File: config.mk
export PLATFORM = sky130hd
export DESIGN_NAME = cdb_broadcaster
export DESIGN_NICKNAME = d
export VERILOG_FILES = /design/src/rtl/cdb_broadcaster_pkg.sv /design/src/rtl/cdb_fifo.sv /design/src/rtl/cdb_broadcaster.sv
export SDC_FILE = /design/constraint.sdc
export NUM_CORES = 1
export LEC_CHECK = 0
export CORE_MARGIN = 5
export CORE_UTILIZATION = 32
export CTS_CLUSTER_SIZE = 28
export DETAILED_ROUTE_END_ITERATION = 16
export PLACE_DENSITY = 0.53
export SYNTH_ARGS = -nofsm -noshare
export SYNTH_HDL_FRONTEND = slang
export SYNTH_HIERARCHICAL = 1
export SYNTH_SLANG_ARGS = --single-unit
File: constraint.sdc
create_clock -name clock -period 15.5 [get_ports clock]
set_input_delay 2.325 -clock clock [delete_from_list [all_inputs] [get_ports clock]]
set_output_delay 2.325 -clock clock [all_outputs]
set_load 0.05 [all_outputs]
File: src/rtl/cdb_broadcaster_pkg.sv
// Shared CDB types and machine-wide constants consumed by the broadcaster, RS, ROB and map table.
package cdb_broadcaster_pkg;
    localparam int ROB_SIZE   = 32;
    localparam int XLEN       = 32;
    localparam int ROB_TAG_W  = $clog2(ROB_SIZE);
    localparam logic [4:0] ZERO_REG = 5'd0;

    typedef struct packed {
        logic                 valid;
        logic [ROB_TAG_W-1:0] Tag;
        logic [XLEN-1:0]      Value;
        logic [4:0]           dest_reg_idx;
        logic                 take_branch;
    } CDB_PACKET;

    typedef struct packed {
        logic                 valid;
        logic [ROB_TAG_W-1:0] Tag;
        logic [XLEN-1:0]      Value;
        logic [4:0]           dest_reg_idx;
        logic                 take_branch;
    } EX_CDB_PACKET;
endpackage

File: src/rtl/cdb_fifo.sv
// Per-FU completion FIFO: circular buffer with registered occupancy; flush empties it in one edge.
module cdb_fifo
    import cdb_broadcaster_pkg::*;
#(
    parameter int FIFO_DEPTH = 2
) (
    input  logic         clock,
    input  logic         reset,
    input  logic         flush,
    input  logic         push,
    input  logic         pop,
    input  EX_CDB_PACKET wdata,
    output EX_CDB_PACKET rdata,
    output logic         full,
    output logic         empty
);
    localparam int PW = $clog2(FIFO_DEPTH);

    EX_CDB_PACKET    mem [FIFO_DEPTH];
    logic [PW-1:0]   rd_ptr;
    logic [PW-1:0]   wr_ptr;
    logic [PW:0]     count;

    assign full  = (count == (PW+1)'(FIFO_DEPTH));
    assign empty = (count == '0);
    assign rdata = mem[rd_ptr];

    always_ff @(posedge clock) begin
        if (reset || flush) begin
            rd_ptr <= '0;
            wr_ptr <= '0;
            count  <= '0;
        end else begin
            if (push) wr_ptr <= wr_ptr + 1'b1;
            if (pop)  rd_ptr <= rd_ptr + 1'b1;
            case ({push, pop})
                2'b10:   count <= count + 1'b1;
                2'b01:   count <= count - 1'b1;
                default: count <= count;
            endcase
        end
    end

    // Storage carries no reset; occupancy alone defines which entries are live.
    always_ff @(posedge clock) begin
        if (!reset && !flush && push) mem[wr_ptr] <= wdata;
    end
endmodule

File: src/rtl/cdb_broadcaster.sv
// CDB producer: buffers FU completions per unit, round-robin arbitrates, drives a registered CDB packet.
module cdb_broadcaster
    import cdb_broadcaster_pkg::*;
#(
    parameter int NUM_FU     = 4,
    parameter int FIFO_DEPTH = 2,
    parameter int TAG_W      = cdb_broadcaster_pkg::ROB_TAG_W
) (
    input  logic                   clock,
    input  logic                   reset,
    input  logic                   take_branch,
    input  logic [NUM_FU-1:0]      fu_valid,
    output logic [NUM_FU-1:0]      fu_ready,
    input  logic [NUM_FU*TAG_W-1:0] fu_tag,
    input  logic [NUM_FU*XLEN-1:0] fu_value,
    input  logic [NUM_FU*5-1:0]    fu_dest_reg_idx,
    input  logic [NUM_FU-1:0]      fu_take_branch,
    output CDB_PACKET              cdb_packet
);
    localparam int RW = (NUM_FU > 1) ? $clog2(NUM_FU) : 1;

    logic [NUM_FU-1:0] push;
    logic [NUM_FU-1:0] pop;
    logic [NUM_FU-1:0] full;
    logic [NUM_FU-1:0] empty;
    logic [NUM_FU-1:0] req;
    EX_CDB_PACKET      head [NUM_FU];

    logic [RW-1:0]     rr_ptr;
    logic [RW-1:0]     grant_idx;
    logic [RW-1:0]     rr_next;
    logic              grant_vld;

    assign fu_ready = ~full;
    assign push     = fu_valid & fu_ready;
    assign req      = ~empty;

    for (genvar i = 0; i < NUM_FU; i++) begin : g_fu
        EX_CDB_PACKET wd;
        assign wd.valid        = 1'b1;
        assign wd.Tag          = fu_tag[i*TAG_W +: TAG_W];
        assign wd.Value        = fu_value[i*XLEN +: XLEN];
        assign wd.dest_reg_idx = fu_dest_reg_idx[i*5 +: 5];
        assign wd.take_branch  = fu_take_branch[i];
        assign pop[i]          = grant_vld && (grant_idx == RW'(i));

        cdb_fifo #(.FIFO_DEPTH(FIFO_DEPTH)) u_fifo (
            .clock (clock),
            .reset (reset),
            .flush (take_branch),
            .push  (push[i]),
            .pop   (pop[i]),
            .wdata (wd),
            .rdata (head[i]),
            .full  (full[i]),
            .empty (empty[i])
        );
    end

    // Rotate requests so rr_ptr lands at bit 0, take the lowest set bit, rotate the index back.
    always_comb begin
        logic [2*NUM_FU-1:0] dbl;
        logic [NUM_FU-1:0]   rot;
        int                  off;
        int                  sum;
        dbl       = {req, req};
        rot       = NUM_FU'(dbl >> rr_ptr);
        grant_vld = 1'b0;
        off       = 0;
        for (int k = NUM_FU-1; k >= 0; k--) begin
            if (rot[k]) begin
                grant_vld = 1'b1;
                off       = k;
            end
        end
        sum = int'(rr_ptr) + off;
        if (sum >= NUM_FU) sum = sum - NUM_FU;
        grant_idx = RW'(sum);
        rr_next   = (grant_idx == RW'(NUM_FU-1)) ? '0 : grant_idx + 1'b1;
    end

    always_ff @(posedge clock) begin
        if (reset) begin
            cdb_packet <= '0;
            rr_ptr     <= '0;
        end else if (take_branch) begin
            cdb_packet.valid <= 1'b0;
            rr_ptr           <= '0;
        end else if (grant_vld) begin
            cdb_packet <= CDB_PACKET'(head[grant_idx]);
            rr_ptr     <= rr_next;
        end else begin
            cdb_packet.valid <= 1'b0;
        end
    end
endmodule
==> run_results.csv <==
group,metric,value,unit
outcome,status,"finished clean",
finish,layout_common_cells,"edfxtp_1, clkdlybuf4s50_1, mux2_2, mux2i_1, dfxtp_1",
placement,portBuffers,226,
setup_path,worst_ep_required_time,13.18,ns
placement,dp_hpwl,29500,um
route,avgRoutedWirePerCell,21.8,um
timing,relSlewSlack,26.5,%
yosys,synthArstFlopShare,0,%
timing,setup_viol,0,
global_route,globalRoute.totalOverflow,0,
clock_network,hold_buffers,0,
setup_path,path_max_fanout,4,
floorplanning,design.die.area,57600,um2
yosys,syn_area,16900,um2
floorplanning,rows,84,
clock_network,clk_latency,0.54,ns
yosys,yosysWarningCount,6,
timing,min_period,4.37,ns
clock_network,cts.path.max_buffers,3,
power_and_ir_drop,ir_drop,0.000235,V
route,drtPass1Iterations,5,
timing,fmax,229,MHz
route,vias_per_cell,4.78,
setup_path,cp.arrival,2.05,ns
timing,maxSlewViolCount,0,
yosys,syn_avg_cell_area,16.6,um2
finish,synthToLayoutAreaGrowth,26.3,%
floorplanning,core,52400,um2
finish,nets,1440,
yosys,synth_top_flop_cell,"edfxtp_1",
finish,fin_cells,1978,
finish,final_common_cell,"edfxtp_1",
floorplanning,start_util,32.3,%
timing,fin_worst_skew,0.00663,ns
clock_network,clk_pin_slew,0.06,ns
route,drt_iter0_markers,526,
clock_network,cts.sink_count,418,
power_and_ir_drop,p_leak,7.04,nW
power_and_ir_drop,power_density,181,nW/um2
setup_path,critPathLaunchType,"flop",
setup_path,cp-end-kind,"output port",
yosys,synth_cells,1019,
job,maxCapViolCount,0,
timing,hold_viol,0,
placement,placed_area,20000,um2
clock_network,post_cts_buffers,0,
route,post-route-drc-count,0,
timing,worst_pin_slew,1.10,ns
timing,totalNegativeSetupSlack,0,ns
yosys,synth_edf_count,352,
yosys,ys_ff_latch,418,
global_route,grt_pass1_vias,9712,
route,antenna_left,0,
placement,place_congestion,0.782,
global_route,grt_max_degree,50,
min_path,hp-class,"reg2reg",
clock_network,cts_resized,0,
yosys,synth.yosys.seq_area_share,70.3,%
power_and_ir_drop,power.total,3.87,mW
finish,layout-drive-gt1-share,21.8,%
global_route,grt.total_usage,14.4,%
floorplanning,chipWidth,240,um
finish,final_area,21400,um2
clock_network,cts_made_buffers,43,
yosys,synth_cell_type_count,53,
timing,post-route-period-util,28.2,%
clock_network,cts_tree,"done",
timing,rsz0062_at_grt,"no",
placement,dp_cells,1898,
finish,num-fill-cells,4745,
global_route,grt_antenna_before_repair,3,
route,route.vias.total,9457,
clock_network,cts_root_buffer,"clkbuf_16",
route,routed_wl,43100,um
floorplanning,die_h,240,um
clock_network,htreeDepth,2,
floorplanning,io_pins,227,
setup_path,critPathKind,"reg2out",
global_route,grt_pass1_wl,62000,um
routing by layer:
metal  GRT usage (%)  part of all wire (%)  up-vias
li1                -                     -     4468
met1            20.2                    46     4709
met2            22.8                    46      219
met3            3.37                   5.3       57
met4            3.59                   2.1        4
met5               0                 0.063        -
cell usage after synthesis (7+ instances only):
library cell  count  area share [%]
edfxtp_1        352              62
nor2_1           14            0.31
o21ai_1          44             1.3
a32o_1           43             2.5
mux2i_1          90             5.3
nor3_1           18            0.53
and3_1            7            0.26
dfxtp_1          66             7.8
inv_1            11            0.24
nand3_1          46             1.4
buf_2            37             1.1
xnor2_1          12            0.62
mux2_2          176              12
clkbuf_1         13            0.29
nand2_1          11            0.24
registers in the layout, indices dropped and copies added (netlist names), named ones only:
signal	flops
g_fu.u_fifo/wr_ptr	4
rr_ptr	2
g_fu.u_fifo/rd_ptr	4
g_fu.u_fifo/mem	352
g_fu.u_fifo/count	8
cdb_packet	44
cells by family (layout without fill, tap and decap cells):
kind of cell	Yosys count	after routing	synth area share [%]
AO/OA/AOI/OAI	117	117	5.43
XOR/XNOR	17	17	0.880
adder cells (fa/ha/maj)	6	6	0.444
buffers and inverters	70	331	2.05
flip-flops	418	418	70.3
multiplexers	266	266	17.0
other	1	11	0.0222
AND/OR/NAND/NOR	124	124	3.89
final cells by class:
type	count	area (um2)	share of cell area, %
multi-input combinational	538	4770	22.3
timing repair buffer	243	2390	11.2
tap	688	861	4.03
antenna	3	7.51	0.0351
clock buffer	55	1160	5.44
clock inverter	22	254	1.19
sequential	418	11900	55.6
inverter	11	41.3	0.193
critical path: stages (launching register included):
cell,delay (ns)
dfxtp_1,0.40
and2b_2,0.25
inv_1,0.06
clkdlybuf4s50_1,0.81
stage by stage:
step	worst slack, ns	util [%]	hold WS [ns]
floorplan	8.07	-	0.466
global placement	10.96	38.1	0.460
detailed placement	10.97	38.1	0.462
CTS	11.09	40.8	0.476
global route	11.00	40.8	0.496
finish	11.13	40.8	0.471
report_power, final:
group / switching (mW) / internal, mW / leakage, nW
registers: 0.0411 / 1.29 / 3.74
logic: 0.896 / 0.603 / 2.61
clock network: 0.409 / 0.629 / 0.694
worst paths after layout:
path | from | slack, ns | end | cells after the start
max reg2reg | g_fu[3].u_fifo/count[0]$_SDFFE_PP0P_ | 11.27 | cdb_packet[21]$_SDFFE_PP0P_ | 9
max | g_fu[1].u_fifo/count[0]$_SDFFE_PP0P_ | 11.13 | fu_ready[1] | 3
min | cdb_packet[21]$_SDFFE_PP0P_ | 0.47 | cdb_packet[21]$_SDFFE_PP0P_ | 1
min reg2reg | cdb_packet[21]$_SDFFE_PP0P_ | 0.47 | cdb_packet[21]$_SDFFE_PP0P_ | 1
Note: power is estimated with default switching activity, not from simulation.
